==> src/rtl/hazard_ctrl.sv <==
// Hazard scheduler for the five-stage pipeline: load-use stalls, jump flushes and EX forwarding.
// Optional saturating stall/flush statistics are built only when HAZARD_PERF_CNT_EN is defined.
module hazard_ctrl #(
    parameter int LOAD_STALL_CYCLES = 1,
    parameter int FLUSH_CYCLES      = 1,
    parameter int CNT_W             = 16
) (
    input  logic             clk,
    input  logic             rst_n,
    input  logic [4:0]       rsID,
    input  logic [4:0]       rtID,
    input  logic             useRtID,
    input  logic [4:0]       rstoEX,
    input  logic [4:0]       rttoEX,
    input  logic [4:0]       rwtoEX,
    input  logic             RegWrtoEX,
    input  logic             MentoRegtoEX,
    input  logic [4:0]       rwtoMe,
    input  logic             RegWrtoMe,
    input  logic             MentoRegtoMe,
    input  logic [4:0]       rwtoWr,
    input  logic             RegWrtoWr,
    input  logic             jumpReq,
    output logic             pcWrite,
    output logic             ifidWrite,
    output logic             loadad,
    output logic             jumpSuccess,
    output logic [1:0]       fwdA,
    output logic [1:0]       fwdB,
    output logic [CNT_W-1:0] stallCnt,
    output logic [CNT_W-1:0] flushCnt
);

    typedef enum logic [1:0] {RUN, LDSTALL, FLUSH} state_t;

    localparam logic [2:0] LS_RELOAD = 3'(LOAD_STALL_CYCLES - 1);
    localparam logic [2:0] FL_RELOAD = 3'(FLUSH_CYCLES - 1);

    state_t     state, stateNext;
    logic [2:0] cnt, cntNext;
    logic       luHaz;

    function automatic logic [1:0] fwdSel(input logic [4:0] src);
        if (RegWrtoMe && !MentoRegtoMe && rwtoMe != 5'd0 && rwtoMe == src)
            return 2'b01;
        else if (RegWrtoWr && rwtoWr != 5'd0 && rwtoWr == src)
            return 2'b10;
        else
            return 2'b00;
    endfunction

    always_comb begin
        luHaz = MentoRegtoEX && RegWrtoEX && (rwtoEX != 5'd0) &&
                ((rwtoEX == rsID) || (useRtID && rwtoEX == rtID));
    end

    always_ff @(posedge clk or negedge rst_n) begin
        if (!rst_n) begin
            state <= RUN;
            cnt   <= 3'd0;
        end else begin
            state <= stateNext;
            cnt   <= cntNext;
        end
    end

    // cnt holds the number of stall/flush cycles still owed after the current one
    always_comb begin
        stateNext   = state;
        cntNext     = cnt;
        pcWrite     = 1'b0;
        ifidWrite   = 1'b0;
        loadad      = 1'b0;
        jumpSuccess = 1'b0;
        if (!rst_n) begin
            jumpSuccess = 1'b1;
            stateNext   = RUN;
            cntNext     = 3'd0;
        end else if (jumpReq) begin
            jumpSuccess = 1'b1;
            pcWrite     = 1'b1;
            ifidWrite   = 1'b1;
            stateNext   = (FL_RELOAD == 3'd0) ? RUN : FLUSH;
            cntNext     = FL_RELOAD;
        end else begin
            case (state)
                RUN: begin
                    if (luHaz) begin
                        loadad    = 1'b1;
                        stateNext = (LS_RELOAD == 3'd0) ? RUN : LDSTALL;
                        cntNext   = LS_RELOAD;
                    end else begin
                        pcWrite   = 1'b1;
                        ifidWrite = 1'b1;
                    end
                end
                LDSTALL: begin
                    loadad  = 1'b1;
                    cntNext = cnt - 3'd1;
                    if (cnt <= 3'd1) stateNext = RUN;
                end
                FLUSH: begin
                    jumpSuccess = 1'b1;
                    pcWrite     = 1'b1;
                    ifidWrite   = 1'b1;
                    cntNext     = cnt - 3'd1;
                    if (cnt <= 3'd1) stateNext = RUN;
                end
                default: begin
                    stateNext = RUN;
                    cntNext   = 3'd0;
                end
            endcase
        end
    end

    always_comb begin
        fwdA = 2'b00;
        fwdB = 2'b00;
        if (rst_n) begin
            fwdA = fwdSel(rstoEX);
            fwdB = fwdSel(rttoEX);
        end
    end

`ifdef HAZARD_PERF_CNT_EN
    logic [CNT_W-1:0] stallQ, flushQ;

    function automatic logic [CNT_W-1:0] satInc(input logic [CNT_W-1:0] v);
        return (&v) ? v : v + 1'b1;
    endfunction

    always_ff @(posedge clk or negedge rst_n) begin
        if (!rst_n) begin
            stallQ <= '0;
            flushQ <= '0;
        end else begin
            if (loadad)  stallQ <= satInc(stallQ);
            if (jumpReq) flushQ <= satInc(flushQ);
        end
    end

    assign stallCnt = stallQ;
    assign flushCnt = flushQ;
`else
    assign stallCnt = '0;
    assign flushCnt = '0;
`endif

endmodule

==> config.mk <==
export PLATFORM = sky130hd
export DESIGN_NAME = hazard_ctrl
export DESIGN_NICKNAME = d
export VERILOG_FILES = /design/src/rtl/hazard_ctrl.sv
export SDC_FILE = /design/constraint.sdc
export NUM_CORES = 1
export LEC_CHECK = 0
export ABC_AREA = 0
export ABC_CLOCK_PERIOD_IN_PS = 6700
export CORE_ASPECT_RATIO = 1.4
export CORE_MARGIN = 5
export CORE_UTILIZATION = 30
export DETAILED_ROUTE_END_ITERATION = 10
export PLACE_DENSITY_LB_ADDON = 0.12
export SYNTH_ARGS = -nofsm -noshare
export SYNTH_HDL_FRONTEND = slang
export SYNTH_SLANG_ARGS = --single-unit
export TNS_END_PERCENT = 30
==> constraint.sdc <==
create_clock -name clk -period 6.7 [get_ports clk]
set_input_delay 2.01 -clock clk [delete_from_list [all_inputs] [get_ports clk]]
set_output_delay 2.01 -clock clk [all_outputs]
set_load 0.005 [all_outputs]
==> results.cfg <==
[finish]
layout.nets = 187
area_growth_pct = 58.1
finalInstanceArea_um2 = 1110
seq_area_um2 = 0
final_cell_mix = 51 x clkdlybuf4s50_1, 32 x conb_1, 16 x xnor2_1, 14 x xor2_1
final_common_cell = clkdlybuf4s50_1
n_clock_buffer = 0
layout-drive-gt1-share = 0.0355
design.seq.count = 0
num_antenna_cells = 0

[critical_path]
startpoint_type = input pin
critical_path_required_ns = 4.69
crit_type = in -> out
cp-end-kind = primary output
cp.arrival_ns = 4.08
crit_fanout = 3

[floorplan]
fp.dieArea_um2 = 3410
row_count = 20
fp.dieH_um = 67.1
die_w_um = 50.8
io_pins = 84
core_area_um2 = 2200
initial_core_util = 0.318

[placement]
hpwl_um = 2050
io_buffers = 51
gp_congestion = 0.839
dpl_cell_area_um2 = 1110
preCtsSetupSlack_ns = 0.604

[routing]
routed_wl_um = 2180
antenna_left = 0
post_drt_wl_per_cell_um = 13.4
dr.pass1.iters = 4
vias_per_cell = 4.25
initialDrtViolationCount = 10
remaining_drc_errors = 0
route.vias.total = 693

[timing]
rsz0062_at_grt = no
setup_tns_ns = 0
max_freq_mhz = 164
fin_ws_ns = 0.610
min_period_over_period = 0.909
hold_violations = 0
setup_violations = 0
drv_slew = 0
timing.final.crit_period_ns = 6.09

[cts]
holdBufCountCts = 0
ctsResizeCount = 0
cts_setup_buffers = 0

[worst_hold_path]
min-delay-path-class = in -> out
whs_path_depth = 3
min_from = jumpReq
hold_end = jumpSuccess

[synth]
seq_area_frac_synth = 0
yosysWarnings = 0
avgSynthCellArea_um2 = 7.60
synth_cells = 92
synth_cell_types = 20
syn_area_um2 = 699

[grt]
overflow = 0
antenna_found_initial = 0
grt_pass1_vias = 677
grt_first_pass_wirelength_um = 3110
grt_max_degree = 8
grt.total_usage = 0.114

[pwr]
ir_worst_vdd_mv = 0.0209
power_density_nw_per_um2 = 54.4
p_leak_nw = 0.438

[run]
max_cap_viol_count = 0

[run_status]
status = finished, final reports clean
[per-stage QoR]
| stage | total power, mW | instances | util | hold slack [ns] |
|---|---|---|---|---|
| after floorplan | 0.0366 | 123 | - | 4.07 |
| after global placement | 0.0595 | 163 | 0.502 | 5.03 |
| after detailed placement | 0.0597 | 163 | 0.502 | 5.03 |
| after CTS | 0.0601 | 163 | 0.502 | 5.03 |
| after global routing | 0.0654 | 163 | 0.502 | 5.07 |
| final | 0.0602 | 163 | 0.502 | 5.02 |
[layer usage]
layer  wire, µm  global-route usage  vias up
met3        323              0.0419        0
met2       1160               0.233       54
met4          0                   0        0
met5          0                   0        -
met1        697               0.111      296
li1           -                   -      343
[critical path, stage by stage]
cell             delay [ns]
clkdlybuf4s50_1        0.47
or4_1                  0.56
o21ai_2                0.16
nor4_1                 0.09
nor4_2                 0.25
clkdlybuf4s50_1        0.53
[power by group]
group | internal [mW] | switching (mW) | total [mW]
Sequential | 0 | 0 | 0
Clock | 0 | 0 | 0
Combinational | 0.0360 | 0.0242 | 0.0602
Total | 0.0360 | 0.0242 | 0.0602
[layout make-up]
type	instances	area, µm²
multi-input combinational	90	568
fill	232	1100
tap	22	27.5
timing repair buffer	51	510
[synth_stat cells, types with 2 or more instances]
library cell	number	area (µm²)
nand2_1	3	11.3
xnor2_1	16	140
or4_1	3	22.5
xor2_1	14	123
and2_2	2	15.0
nor4_2	2	25.0
nor4_1	2	12.5
o2111ai_1	2	17.5
nand3_1	3	15.0
nor3_1	3	15.0
buf_4	33	248
[logic make-up (layout without fill, tap and decap cells)]
kind of cell              count (synthesis)  after routing  synth area share
other                                     1             32           0.00536
AOI/OAI and AO/OA                         5              5            0.0573
and+or+nand+nor                          23             23             0.208
xor gates and xnor gates                 30             30             0.376
buffers and inverters                    33             51             0.354
[worst max-delay path by stage]
stage	from	end	cells after the start
floorplan	rwtoEX[1]	pcWrite	5
global placement	rwtoMe[3]	fwdA[1]	6
detailed placement	rwtoMe[3]	fwdA[1]	6
CTS	rwtoMe[3]	fwdA[1]	6
global route	rwtoEX[1]	pcWrite	6
finish	rwtoMe[3]	fwdA[1]	6
(Power assumes the default switching activity.)
